[src/rtl/uart_rx_ctrl_pkg.sv]
// Shared UART RX definitions: FSM state encoding, parity-type constants and
// the majority-vote helper used by the oversampling sampler.
package uart_rx_ctrl_pkg;

  typedef enum logic [2:0] {
    ST_IDLE   = 3'd0,
    ST_START  = 3'd1,
    ST_DATA   = 3'd2,
    ST_PARITY = 3'd3,
    ST_STOP   = 3'd4
  } rx_state_e;

  localparam logic PAR_EVEN = 1'b0;
  localparam logic PAR_ODD  = 1'b1;

  function automatic logic majority3(input logic a, input logic b, input logic c);
    return (a & b) | (a & c) | (b & c);
  endfunction

endpackage

[src/rtl/uart_rx_ctrl_sampling.sv]
// Mid-bit oversampler: two line samples just before the bit centre, then a
// 2-of-3 vote with the live line one oversample later.
module data_sampling
  import uart_rx_ctrl_pkg::*;
#(
  parameter int PRESCALE_WIDTH = 6
) (
  input  logic                      clk,
  input  logic                      rst_n,
  input  logic                      rx_in,
  input  logic [PRESCALE_WIDTH-1:0] prescale,
  input  logic [PRESCALE_WIDTH-1:0] edge_cnt,
  output logic                      samp_bit
);

  localparam logic [PRESCALE_WIDTH-1:0] ONE = PRESCALE_WIDTH'(1);

  logic [PRESCALE_WIDTH-1:0] mid_s;
  logic                      samp0_r;
  logic                      samp1_r;
  logic                      samp_bit_r;

  assign mid_s = prescale >> 1'b1;

  // Capture the two pre-centre samples and the voted bit.
  always_ff @(posedge clk or negedge rst_n) begin
    if (!rst_n) begin
      samp0_r    <= 1'b0;
      samp1_r    <= 1'b0;
      samp_bit_r <= 1'b0;
    end else begin
      if (edge_cnt == (mid_s - ONE)) samp0_r <= rx_in;
      if (edge_cnt == mid_s)         samp1_r <= rx_in;
      if (edge_cnt == (mid_s + ONE)) samp_bit_r <= majority3(samp0_r, samp1_r, rx_in);
    end
  end

  assign samp_bit = samp_bit_r;

endmodule

[src/rtl/uart_rx_ctrl.sv]
// UART receive controller: frame FSM, LSB-first shift register and the
// registered data_valid / par_err / stp_err pulses.
module uart_rx_ctrl
  import uart_rx_ctrl_pkg::*;
#(
  parameter int PRESCALE_WIDTH = 6,
  parameter int DATA_WIDTH     = 8
) (
  input  logic                      CLK,
  input  logic                      RST,
  input  logic                      RX_IN,
  input  logic [PRESCALE_WIDTH-1:0] Prescale,
  input  logic                      PAR_EN,
  input  logic                      PAR_TYP,
  input  logic [PRESCALE_WIDTH-1:0] edge_cnt,
  input  logic [PRESCALE_WIDTH-2:0] bit_cnt,
  output logic                      edge_bit_en,
  output logic [DATA_WIDTH-1:0]     P_DATA,
  output logic                      data_valid,
  output logic                      par_err,
  output logic                      stp_err
);

  localparam logic [PRESCALE_WIDTH-1:0] ONE      = PRESCALE_WIDTH'(1);
  localparam logic [PRESCALE_WIDTH-1:0] TWO      = PRESCALE_WIDTH'(2);
  localparam logic [PRESCALE_WIDTH-2:0] BIT_LAST = (PRESCALE_WIDTH-1)'(DATA_WIDTH);

  rx_state_e             state_r;
  rx_state_e             next_state_s;
  logic                  samp_bit_s;
  logic                  last_edge_s;
  logic                  stop_edge_s;
  logic                  edge_bit_en_s;
  logic [DATA_WIDTH-1:0] shift_r;
  logic [DATA_WIDTH-1:0] p_data_r;
  logic                  par_en_r;
  logic                  par_typ_r;
  logic                  par_flag_r;
  logic                  data_valid_r;
  logic                  par_err_r;
  logic                  stp_err_r;

  function automatic logic expected_parity(input logic [DATA_WIDTH-1:0] d, input logic typ);
    return (typ == PAR_ODD) ? ~(^d) : (^d);
  endfunction

  data_sampling #(.PRESCALE_WIDTH(PRESCALE_WIDTH)) u_sampling (
    .clk      (CLK),
    .rst_n    (RST),
    .rx_in    (RX_IN),
    .prescale (Prescale),
    .edge_cnt (edge_cnt),
    .samp_bit (samp_bit_s)
  );

  assign last_edge_s = (edge_cnt == (Prescale - ONE));
  // Stop is left half a bit early so an immediately following start edge is caught.
  assign stop_edge_s = (edge_cnt == ((Prescale >> 1'b1) + TWO));

  // State register.
  always_ff @(posedge CLK or negedge RST) begin
    if (!RST) state_r <= ST_IDLE;
    else      state_r <= next_state_s;
  end

  // Next-state decode.
  always_comb begin
    next_state_s = state_r;
    case (state_r)
      ST_IDLE: begin
        if (!RX_IN) next_state_s = ST_START;
        else        next_state_s = ST_IDLE;
      end
      ST_START: begin
        if (last_edge_s) next_state_s = samp_bit_s ? ST_IDLE : ST_DATA;
        else             next_state_s = ST_START;
      end
      ST_DATA: begin
        if (last_edge_s && (bit_cnt == BIT_LAST)) next_state_s = par_en_r ? ST_PARITY : ST_STOP;
        else                                      next_state_s = ST_DATA;
      end
      ST_PARITY: begin
        if (last_edge_s) next_state_s = ST_STOP;
        else             next_state_s = ST_PARITY;
      end
      ST_STOP: begin
        if (stop_edge_s) next_state_s = ST_IDLE;
        else             next_state_s = ST_STOP;
      end
      default: next_state_s = ST_IDLE;
    endcase
  end

  // Moore output: counter enabled whenever a frame is in progress.
  always_comb begin
    edge_bit_en_s = 1'b0;
    case (state_r)
      ST_IDLE: edge_bit_en_s = 1'b0;
      default: edge_bit_en_s = 1'b1;
    endcase
  end

  // Frame datapath: config latch, shift register, parity flag and result pulses.
  always_ff @(posedge CLK or negedge RST) begin
    if (!RST) begin
      shift_r      <= '0;
      p_data_r     <= '0;
      par_en_r     <= 1'b0;
      par_typ_r    <= PAR_EVEN;
      par_flag_r   <= 1'b0;
      data_valid_r <= 1'b0;
      par_err_r    <= 1'b0;
      stp_err_r    <= 1'b0;
    end else begin
      data_valid_r <= 1'b0;
      par_err_r    <= 1'b0;
      stp_err_r    <= 1'b0;
      case (state_r)
        ST_IDLE: begin
          if (!RX_IN) begin
            par_en_r   <= PAR_EN;
            par_typ_r  <= PAR_TYP;
            par_flag_r <= 1'b0;
          end
        end
        ST_DATA: begin
          if (last_edge_s) shift_r <= {samp_bit_s, shift_r[DATA_WIDTH-1:1]};
        end
        ST_PARITY: begin
          if (last_edge_s) par_flag_r <= (samp_bit_s != expected_parity(shift_r, par_typ_r));
        end
        ST_STOP: begin
          if (stop_edge_s) begin
            stp_err_r <= ~samp_bit_s;
            par_err_r <= par_flag_r;
            if (samp_bit_s && !par_flag_r) begin
              data_valid_r <= 1'b1;
              p_data_r     <= shift_r;
            end
          end
        end
        default: begin
          shift_r <= shift_r;
        end
      endcase
    end
  end

  assign edge_bit_en = edge_bit_en_s;
  assign P_DATA      = p_data_r;
  assign data_valid  = data_valid_r;
  assign par_err     = par_err_r;
  assign stp_err     = stp_err_r;

endmodule

[config.mk]
export PLATFORM = sky130hd
export DESIGN_NAME = uart_rx_ctrl
export DESIGN_NICKNAME = d
export VERILOG_FILES = /design/src/rtl/uart_rx_ctrl_pkg.sv /design/src/rtl/uart_rx_ctrl_sampling.sv /design/src/rtl/uart_rx_ctrl.sv
export SDC_FILE = /design/constraint.sdc
export NUM_CORES = 1
export LEC_CHECK = 0
export CELL_PAD_IN_SITES_DETAIL_PLACEMENT = 2
export CELL_PAD_IN_SITES_GLOBAL_PLACEMENT = 2
export CORE_MARGIN = 2
export CORE_UTILIZATION = 31
export CTS_BUF_LIST = sky130_fd_sc_hd__clkbuf_4 sky130_fd_sc_hd__clkbuf_8
export CTS_CLUSTER_SIZE = 40
export DETAILED_ROUTE_END_ITERATION = 8
export PLACE_DENSITY = 0.9
export SYNTH_ARGS = -nofsm -noshare
export SYNTH_HDL_FRONTEND = slang
export SYNTH_SLANG_ARGS = --single-unit
[constraint.sdc]
create_clock -name CLK -period 1.85 [get_ports CLK]
set_input_delay 0.37 -clock CLK [delete_from_list [all_inputs] [get_ports CLK]]
set_output_delay 0.37 -clock CLK [all_outputs]
set_load 0.01 [all_outputs]
* Word level (Yosys, flattened, before mapping)
Index checks and enable logic that the tools add are counted.
** Storage, ports and cells
- Register bits after elaboration :: 28
- Latch bits :: 0
- Bits in writable memories :: 0
- Bits in read-only memories :: 0
- Bits of input ports :: 22
- Output and inout port bits :: 12
- Word-level logic and storage cells :: 67
- Memories :: 0
** Cells by class
- $add $sub $neg :: 4
- Multipliers :: 0
- Divide/modulo/power cells :: 0
- Magnitude comparators :: 0
- Equality and inequality tests :: 13
- Shifts and indexed selects :: 0
- Muxes and demuxes :: 20
- Bitwise operators :: 8
- Reductions and logical operators :: 10
** Operator list (number)
- $eq A6 B6 Y1 :: 4
- $pmux W3 S5 :: 1
- $mux W1 :: 12
- $mux W3 :: 4
- $reduce_xor A8 Y1 :: 1
- $add A5 B1 Y6 const B :: 1
- $add A5 B2 Y6 const B :: 1
- $eq A3 B2 Y1 const B :: 2
- $eq A6 B5 Y1 :: 1
- $reduce_and A3 Y1 :: 2
- $sub A5 B1 Y6 const B :: 1
- $sub A6 B1 Y6 const B :: 1
- $eq A5 B4 Y1 const B :: 1
- $mux W2 :: 2
- $ne A2 B2 Y1 const B :: 2
- $reduce_and A2 Y1 :: 2
- $and A1 B1 Y1 :: 3
- $eq A3 B1 Y1 const B :: 1
- $eq A3 B3 Y1 const B :: 1
- $logic_not A3 Y1 :: 1
- $not A1 Y1 :: 3
- $logic_and A1 B1 Y1 :: 2
- $or A1 B1 Y1 :: 2
- $pmux W1 S2 :: 1
- 3 further kinds :: 3

* Longest topological paths before layout
Gate-level depths: netlist (run 1).
- Depth after elaboration :: 6
- Gate-level depth with buffers :: 8
- Depth with buffers taken out :: 7

* Hierarchy
From an unflattened synthesis (run 1), not the netlist that was laid out.
** Second synthesis, totals
- Cell total of the unflattened synthesis :: 173
- Area total of the unflattened synthesis :: 1859.3 sq um
** Modules (own cells, without submodules)
- uart_rx_ctrl :: times used 1, cells each 128, area an instance 1451.4 sq um, sequential area each 625.6 sq um
- data_sampling :: times used 1, cells each 45, area an instance 407.9 sq um, sequential area each 75.1 sq um

* Worst setup path before layout (run 1)
No wires, ideal clock.
- Path kind :: input port to flip-flop
- Start :: in Prescale[3]
- End :: reg p_data_r[0], in the netlist P_DATA[0]
- Library setup time :: 0.125 ns
- Arrival time :: 2.194 ns
- Required time :: 1.725 ns
- Path slack :: -0.468 ns
- Stages :: 8
- Buffers on the path :: 1
- Path through :: clkbuf_2 inv_1 ha_1 xor2_1 nor3_1 o2111ai_2 nor3b_4 mux2_2
** Between the ends
- Cells in the longest elaborated chain, start to end :: 3
** RTL lines
- start: declaration :: RTL line uart_rx_ctrl.sv:12 : input logic [PRESCALE_WIDTH-1:0] Prescale,
- $add A5 B2 Y6 :: RTL line uart_rx_ctrl.sv:58 : assign stop_edge_s = (edge_cnt == ((Prescale >> 1'b1) + TWO));
- $eq A6 B6 Y1 :: RTL line uart_rx_ctrl.sv:58
- $reduce_and A3 Y1 (no source line)
- end signal: assignment :: RTL line uart_rx_ctrl.sv:138 : p_data_r <= shift_r;
- end: declaration :: RTL line uart_rx_ctrl.sv:35 : logic [DATA_WIDTH-1:0] p_data_r;
No other way between the ends.
A chain may end at the register's enable or synchronous reset.

* Worst setup path after layout (run 1)
- Start :: reg state_r[2]
- End :: reg p_data_r[6], in the netlist P_DATA[6]
** Between the ends
- Cells in the longest elaborated chain, start to end :: 2
** RTL lines
- start: declaration :: RTL line uart_rx_ctrl.sv:28 : rx_state_e state_r;
- start signal: assignment :: RTL line uart_rx_ctrl.sv:63 : else state_r <= next_state_s;
- $eq A3 B3 Y1 :: RTL line uart_rx_ctrl.sv:118 : case (state_r)
- $reduce_and A3 Y1 (no source line)
No other way between the ends.

==> results by group, run 1 <==
GRT
  • First-pass GRT wire length: 12.3 mm
  • Initial antenna violation count: 0
  • Grt ovf: 0
  • Total GRT Usage: 26.2%
  • Grt met3 use: 2.94%
  • Gr busiest metal: met2
  • Largest net degree at the start of global routing: 29
  • Met2 GRT Util: 45.5%
  • Met1 GRT Util: 35.0%
  • Vias in the first global route: 1991

Place
  • Pre-CTS setup slack: -1.09 ns
  • Post-DP HPWL: 4.66 mm
  • Gpl congestion: 0.838
  • Port-buffer cells: 33

Synth
  • Gate Count Post-Synth: 163
  • Post-synthesis sequential area ratio: 39.4%
  • Synth warnings: 0
  • Synth area leader: dfrtp_1
  • Ys async rst share: 100%
  • Most used flip-flop cell after synthesis: dfrtp_1
  • Number of synthesized flops with an enable pin: 0
  • Syn Area/Cell: 10.9 sq um
  • Syn Nets: 191
  • Synth Cell Area: 1780 sq um
  • Post-synthesis register bit count: 28
  • Synth area leaders: dfrtp_1, mux2_2, xnor2_1
  • Synth cell types: 45
  • Synth top area share: 39.4%

Floorplan
  • Initial Utilization: 32.1%
  • Core area: 5540 sq um
  • I/O pin count: 34
  • Die area: 6360 sq um
  • Die H: 79.8 um
  • Row count: 27
  • Chip width: 79.8 um

STA
  • Hold Fails Final Rpt: 0
  • Max Freq: 0.502 GHz
  • Tcrit/Tclk final: 108%
  • RSZ-0062 raised after global routing: true
  • Min setup slack post-route: -0.143 ns
  • Slew Viols, Final: 0
  • Rel. slew slack: 61.9%
  • Final Critical Period: 1.99 ns
  • Final setup fails: 21
  • Setup_tns: -1.43 ns
  • Hold_ws: 0.481 ns
  • Clk_skew: 0.0148 ns
  • Slew @ Worst Pin: 0.569 ns

Power
  • PD cells: 673 nW/um^2
  • VDD IR max: 0.000473 V
  • Clock network fraction of total power: 23.6%
  • Part of the power in registers: 37.3%
  • Pint: 1370 uW
  • Pleak: 0.00130 uW
  • Net Switching: 709 uW
  • Combinational share of power: 39.0%
  • Sw frac: 34.0%

Layout
  • FF/Latch Area: 701 sq um
  • Multi-input gate area: 1410 sq um
  • Layout area overhead: 74.0%
  • Fill count: 529
  • Nets: 278
  • Share of cells above drive strength 1: 54.2%
  • Commonest non-fill, non-tap cell in the layout: buf_4
  • Ant diodes: 0
  • Most frequent cells in the layout: buf_4, dfrtp_1, clkdlybuf4s50_1, mux2_4, xnor2_1

Route
  • Drt wl/cell: 25.7 um
  • Router iterations before antenna repair: 4
  • Via count: 1664
  • Drt drc: 0
  • Mean number of vias per cell: 5.18
  • Drt total wl: 8.26 mm
  • Starting DRT DRC Count: 84
  • Final ANT Viol Nets: 0

Setup path
  • Slowest CP cell: dfrtp_1
  • Critical Setup Path Class: flip-flop to flip-flop
  • Req. time, crit path: 2.01 ns
  • CP max stage delay: 0.42 ns
  • Element type at the critical path start: flip-flop
  • Worst Setup End Kind: flip-flop
  • Crit path cell chain: inv_1 > nor3_2 > o2111ai_2 > nor3b_4 > buf_12 > mux2_4
  • CP Data Arrival Time: 2.15 ns
  • Max FO, Critical Path: 8

Clocking
  • Reg clk slew, reported paths: 0.11 ns
  • CTS tree: yes
  • Clock Tree Root: clkbuf_8
  • Num CTS Buffers: 3
  • Post-CTS Hold Fix Bufs: 0
  • Clk_lat worst skew: 0.28 ns
  • Deepest clock path buffer count: 2
  • # clock sinks: 28
  • H-Tree Depth: 1

Outcome
  • Failing checks: negative setup slack
  • Status: finished with violations

Hold path
  • Hold Path Class: primary input to asynchronous set/reset pin

Job
  • Max_cap viols: 0
-- kinds of logic (layout without fill, tap and decap cells) --
| logic type | count (synthesis) | in the layout | synth area share (%) |
|---|---|---|---|
| AOI/OAI and AO/OA | 18 | 18 | 8.79 |
| muxes | 21 | 21 | 13.3 |
| xor gates and xnor gates | 30 | 30 | 14.8 |
| and+or+nand+nor | 44 | 44 | 15.2 |
| DFF | 28 | 28 | 39.4 |
| buffers and inverters | 15 | 101 | 3.80 |
| adders and majority gates | 7 | 7 | 4.78 |
-- synth_stat cells, drive strengths merged, types with 2 or more instances --
library cell and number:
dfrtp 28, mux2 21, xnor2 20, xor2 10, inv 9, nor2 9
nor3 8, ha 6, nand2 6, clkbuf 4, nand4 4, nand3 3
nor3b 3, a21oi 2, and3 2, buf 2, o2111ai 2, o22ai 2
-- final timing paths --
path                                                 from                             end  slack [ns]  depth (start not counted)
max                                  state_r[2]$_DFF_PN0_           P_DATA[6]$_DFFE_PN0P_       -0.14                          6
min                                                   RST           P_DATA[3]$_DFFE_PN0P_        0.48                          2
max reg2reg                          state_r[2]$_DFF_PN0_           P_DATA[6]$_DFFE_PN0P_       -0.14                          6
min reg2reg                u_sampling.samp0_r$_DFFE_PN0N_  u_sampling.samp0_r$_DFFE_PN0N_        0.53                          1
max in group asynchronous                             RST           P_DATA[6]$_DFFE_PN0P_        1.09                          2
min in group CLK           u_sampling.samp0_r$_DFFE_PN0N_  u_sampling.samp0_r$_DFFE_PN0N_        0.53                          1
-- state kept, by name (all words and copies together), names as in the netlist --
signal / cells
par_typ_r: 1
u_sampling.samp_bit: 1
data_valid: 1
shift_r: 8
u_sampling.samp0_r: 1
state_r: 3
par_flag_r: 1
P_DATA: 8
par_err: 1
u_sampling.samp1_r: 1
stp_err: 1
par_en_r: 1
-- worst max-delay path: cells and delay by family (launching register included) --
kind                   cells  cell delay, ns
AO/OA/AOI/OAI              1            0.24
buffers and inverters      2            0.27
flip-flops                 1            0.42
multiplexers               1            0.31
AND/OR/NAND/NOR            2            0.61
-- metal layers --
layer,vias to the layer above,share of wire (%)
met5,-,0
met4,0,1.1
met3,8,2.3
met2,31,51
met1,877,46
li1,748,-
-- timing repair --
item / in CTS / in global routing
endpoints found under the setup margin: 27 / 24
resized for setup: 84 / 28
setup buffers: 15 / 4
pin swaps: 21 / 18
-- metrics by stage --
step	instances	power, uW	instance area (sq um)	utilization [%]
floorplan	163	1110	1870	-
global placement	298	1340	2520	45.5
detailed placement	298	1380	2520	45.5
CTS	317	1960	2950	53.3
global route	321	2170	3100	55.9
finish	321	2080	3100	55.9
-- power groups by stage --
| stage | sequential, uW | combinational [uW] | clock [uW] |
|---|---|---|---|
| 3_5_place_dp | 775 | 605 | 0 |
| 4_1_cts | 764 | 708 | 487 |
| 6_report | 778 | 813 | 492 |
| 3_3_place_gp | 768 | 567 | 0 |
| 5_1_grt | 790 | 856 | 527 |
| 2_1_floorplan | 743 | 369 | 0 |
-- cell type report --
type                       instances  area share [%]
tap                               72            2.91
clock buffer                       3            1.33
multi-input combinational        120            45.4
sequential                        28            22.6
timing repair buffer              88            25.1
clock inverter                     1           0.970
inverter                           9            1.66
(Power assumes the default switching activity.)
==> run 2, diff against run 1 <==
--- a/config.mk
+++ b/config.mk
@@ -12,7 +12,9 @@
 export CTS_BUF_LIST = sky130_fd_sc_hd__clkbuf_4 sky130_fd_sc_hd__clkbuf_8
 export CTS_CLUSTER_SIZE = 40
 export DETAILED_ROUTE_END_ITERATION = 8
-export PLACE_DENSITY = 0.9
+export PLACE_DENSITY = 0.89
+export SLEW_MARGIN = 25
 export SYNTH_ARGS = -nofsm -noshare
 export SYNTH_HDL_FRONTEND = slang
+export SYNTH_HIERARCHICAL = 1
 export SYNTH_SLANG_ARGS = --single-unit
==> results by group, run 2 <==
Outcome
  • Status: finished with violations (unchanged)
  • Failing checks: negative setup slack (unchanged)

Synth
  • Synth cell types: 49 (was 45)
  • Synth warnings: 6 (was 0)
  • Most used flip-flop cell after synthesis: dfrtp_1 (unchanged)
  • Syn Area/Cell: 10.7 sq um (was 10.9 sq um)
  • Gate Count Post-Synth: 173 (was 163)
  • Synth top area share: 37.7% (was 39.4%)
  • Post-synthesis sequential area ratio: 37.7% (was 39.4%)
  • Ys async rst share: 100% (unchanged)
  • Number of synthesized flops with an enable pin: 0 (unchanged)
  • Synth area leaders: dfrtp_1, xnor2_1, mux2_4 (was dfrtp_1, mux2_2, xnor2_1)
  • Most common cell in the netlist: dfrtp_1 (unchanged)
  • Synth cell count leaders: dfrtp_1, xnor2_1, mux2_2, nand2_1 (was dfrtp_1, mux2_2, xnor2_1)
  • Syn Nets: 201 (was 191)
  • Synth area leader: dfrtp_1 (unchanged)
  • Synth Cell Area: 1860 sq um (was 1780 sq um)
  • Post-synthesis register bit count: 28 (unchanged)

Layout
  • Nets: 284 (was 278)
  • Share of cells above drive strength 1: 45.3% (was 54.2%)
  • Ant diodes: 0 (unchanged)
  • Layout area overhead: 62.4% (was 74.0%)
  • Post-route insts no fill: 329 (was 321)
  • Most frequent cells in the layout: buf_4, dfrtp_1, clkdlybuf4s50_1, mux2_4, xnor2_1 (unchanged)
  • Commonest non-fill, non-tap cell in the layout: buf_4 (unchanged)

Clocking
  • Clk_lat worst skew: 0.27 ns (was 0.28 ns)
  • Num CTS Buffers: 3 (unchanged)
  • Reg clk slew, reported paths: 0.09 ns (was 0.11 ns)
  • # clock sinks: 28 (unchanged)
  • CTS tree: yes (unchanged)
  • Clock Tree Root: clkbuf_8 (unchanged)
  • H-Tree Depth: 1 (unchanged)
  • Deepest clock path buffer count: 2 (unchanged)
  • Post-CTS Hold Fix Bufs: 0 (unchanged)

Setup path
  • Crit path depth: 7 (was 6)
  • Crit path buf inv count: 2 (unchanged)
  • CP Data Arrival Time: 2.41 ns (was 2.15 ns)
  • Slowest CP cell: or4_4 (was dfrtp_1)
  • Element type at the critical path start: primary input (was flip-flop)
  • Worst reg-to-reg setup slack: 0.01 ns (was -0.14 ns)
  • Crit path to: shift_r[7]$_DFFE_PN0P_ (was P_DATA[6]$_DFFE_PN0P_)
  • CP top delay family: simple AND/OR/NAND/NOR gates (unchanged)
  • Max FO, Critical Path: 8 (unchanged)
  • Critical Setup Path Class: primary input to flip-flop (was flip-flop to flip-flop)
  • CP max stage delay: 0.62 ns (was 0.42 ns)
  • Reg2Reg Depth: 6 (unchanged)
  • Crit path cell chain: buf_8 > or3_4 > buf_6 > nor4_4 > o2111ai_2 > or4_4 > mux2_4 (was inv_1 > nor3_2 > o2111ai_2 > nor3b_4 > buf_12 > mux2_4)
  • Critical path startpoint: Prescale[2] (was state_r[2]$_DFF_PN0_)
  • Worst r2r dst: P_DATA[0]$_DFFE_PN0P_ (was P_DATA[6]$_DFFE_PN0P_)
  • Req. time, crit path: 2.01 ns (about the same)
  • Worst Setup End Kind: flip-flop (unchanged)
  • Crit Reg-Reg Startpoint: state_r[0]$_DFF_PN0_ (was state_r[2]$_DFF_PN0_)

STA
  • Clk_skew: 0.00210 ns (was 0.0148 ns)
  • Min setup slack post-route: -0.392 ns (was -0.143 ns)
  • Hold Fails Final Rpt: 0 (unchanged)
  • Final setup fails: 22 (was 21)
  • Slew @ Worst Pin: 0.463 ns (was 0.569 ns)
  • Slew Viols, Final: 0 (unchanged)
  • Rel. slew slack: 68.8% (was 61.9%)
  • Final Critical Period: 2.24 ns (was 1.99 ns)
  • RSZ-0062 raised after global routing: true (unchanged)
  • Max Freq: 0.446 GHz (was 0.502 GHz)
  • Tcrit/Tclk final: 121% (was 108%)
  • Setup_tns: -3.91 ns (was -1.43 ns)

Floorplan
  • Core area: 5850 sq um (was 5540 sq um)
  • Die H: 81.4 um (was 79.8 um)
  • Row count: 28 (was 27)
  • I/O pin count: 34 (unchanged)
  • Die area: 6630 sq um (was 6360 sq um)
  • Chip width: 81.4 um (was 79.8 um)
  • Initial Utilization: 31.8% (was 32.1%)

Place
  • Placed cells: 307 (was 298)
  • Post-DP HPWL: 4.52 mm (was 4.66 mm)
  • Port-buffer cells: 33 (unchanged)
  • Gpl congestion: 0.771 (was 0.838)

Route
  • Drt total wl: 6.99 mm (was 8.26 mm)
  • Final ANT Viol Nets: 0 (unchanged)
  • Mean number of vias per cell: 5.10 (was 5.18)
  • Via count: 1677 (was 1664)
  • Router iterations before antenna repair: 4 (unchanged)
  • Starting DRT DRC Count: 34 (was 84)
  • Drt drc: 0 (unchanged)
  • Drt wl/cell: 21.3 um (was 25.7 um)

Hold path
  • Hold Path Class: primary input to asynchronous set/reset pin (unchanged)

GRT
  • Met1 GRT Util: 21.5% (was 35.0%)
  • Gr busiest metal: met2 (unchanged)
  • Met2 GRT Util: 42.2% (was 45.5%)
  • Largest net degree at the start of global routing: 29 (unchanged)
  • Initial antenna violation count: 0 (unchanged)
  • Total GRT Usage: 20.5% (was 26.2%)
  • Grt ovf: 0 (unchanged)
  • Vias in the first global route: 1856 (was 1991)
  • First-pass GRT wire length: 10.0 mm (was 12.3 mm)
  • Grt met3 use: 1.54% (was 2.94%)

Power
  • Pleak: 0.00136 uW (was 0.00130 uW)
  • PD cells: 629 nW/um^2 (was 673 nW/um^2)
  • VDD IR max: 0.000372 V (was 0.000473 V)

Job
  • Max_cap viols: 0 (unchanged)
run 2: cell type report:
type | count | area, sq um
well taps | 75 | 93.8
repair buffers | 81 | 749
multi-input cells | 133 | 1380
inverters | 9 | 48.8
fillers | 556 | 2830
clock buffers | 3 | 41.3
flip-flops and latches | 28 | 702
run 2: worst min path at each step:
stage                           from                     end  slack (ns)  depth (start not counted)
2_1_floorplan                    RST   P_DATA[0]$_DFFE_PN0P_        0.07                          0
3_3_place_gp   par_typ_r$_DFFE_PN0P_   par_typ_r$_DFFE_PN0P_        0.48                          2
3_5_place_dp   par_typ_r$_DFFE_PN0P_   par_typ_r$_DFFE_PN0P_        0.49                          2
4_1_cts                          RST       stp_err$_DFF_PN0_        0.49                          2
5_1_grt                          RST  shift_r[2]$_DFFE_PN0P_        0.50                          2
6_report                         RST   P_DATA[1]$_DFFE_PN0P_        0.48                          2
run 2: report_power, final:
group / switching, uW / internal (uW)
logic: 433 / 394
registers: 53.5 / 684
clock network: 188 / 146
run 2: metrics by stage:
| step | area, sq um | util, % | worst slack, ns | total power (uW) | hold slack, ns |
|---|---|---|---|---|---|
| floorplan | 1920 | - | -0.345 | 1080 | 0.0744 |
| global placement | 2550 | 43.5 | -1.02 | 1340 | 0.481 |
| detailed placement | 2550 | 43.5 | -1.20 | 1380 | 0.494 |
| CTS | 2840 | 48.6 | -0.354 | 1800 | 0.495 |
| global route | 3020 | 51.6 | -0.434 | 2000 | 0.498 |
| finish | 3020 | 51.6 | -0.392 | 1900 | 0.484 |
run 2: per-layer routing:
layer / vias to the layer above / wire length, um
met5: - / 0
met4: 0 / 108
met3: 8 / 110
met2: 33 / 4080
met1: 857 / 2690
li1: 779 / -
run 2: cells by family (layout without fill, tap and decap cells):
family,after synthesis,count (layout),synth area share (%)
adders and majority gates,7,7,4.58
AOI/OAI and AO/OA,16,16,6.93
muxes,20,20,13.7
buffers and inverters,12,93,3.30
and+or+nand+nor,57,57,17.9
DFF,28,28,37.7
xor gates and xnor gates,33,33,15.9
run 2: repair_timing:
item | CTS | global route
pin swaps | 12 | 11
setup endpoints to repair | 27 | 27
buffers inserted | 9 | 12
resized for setup | 57 | 39
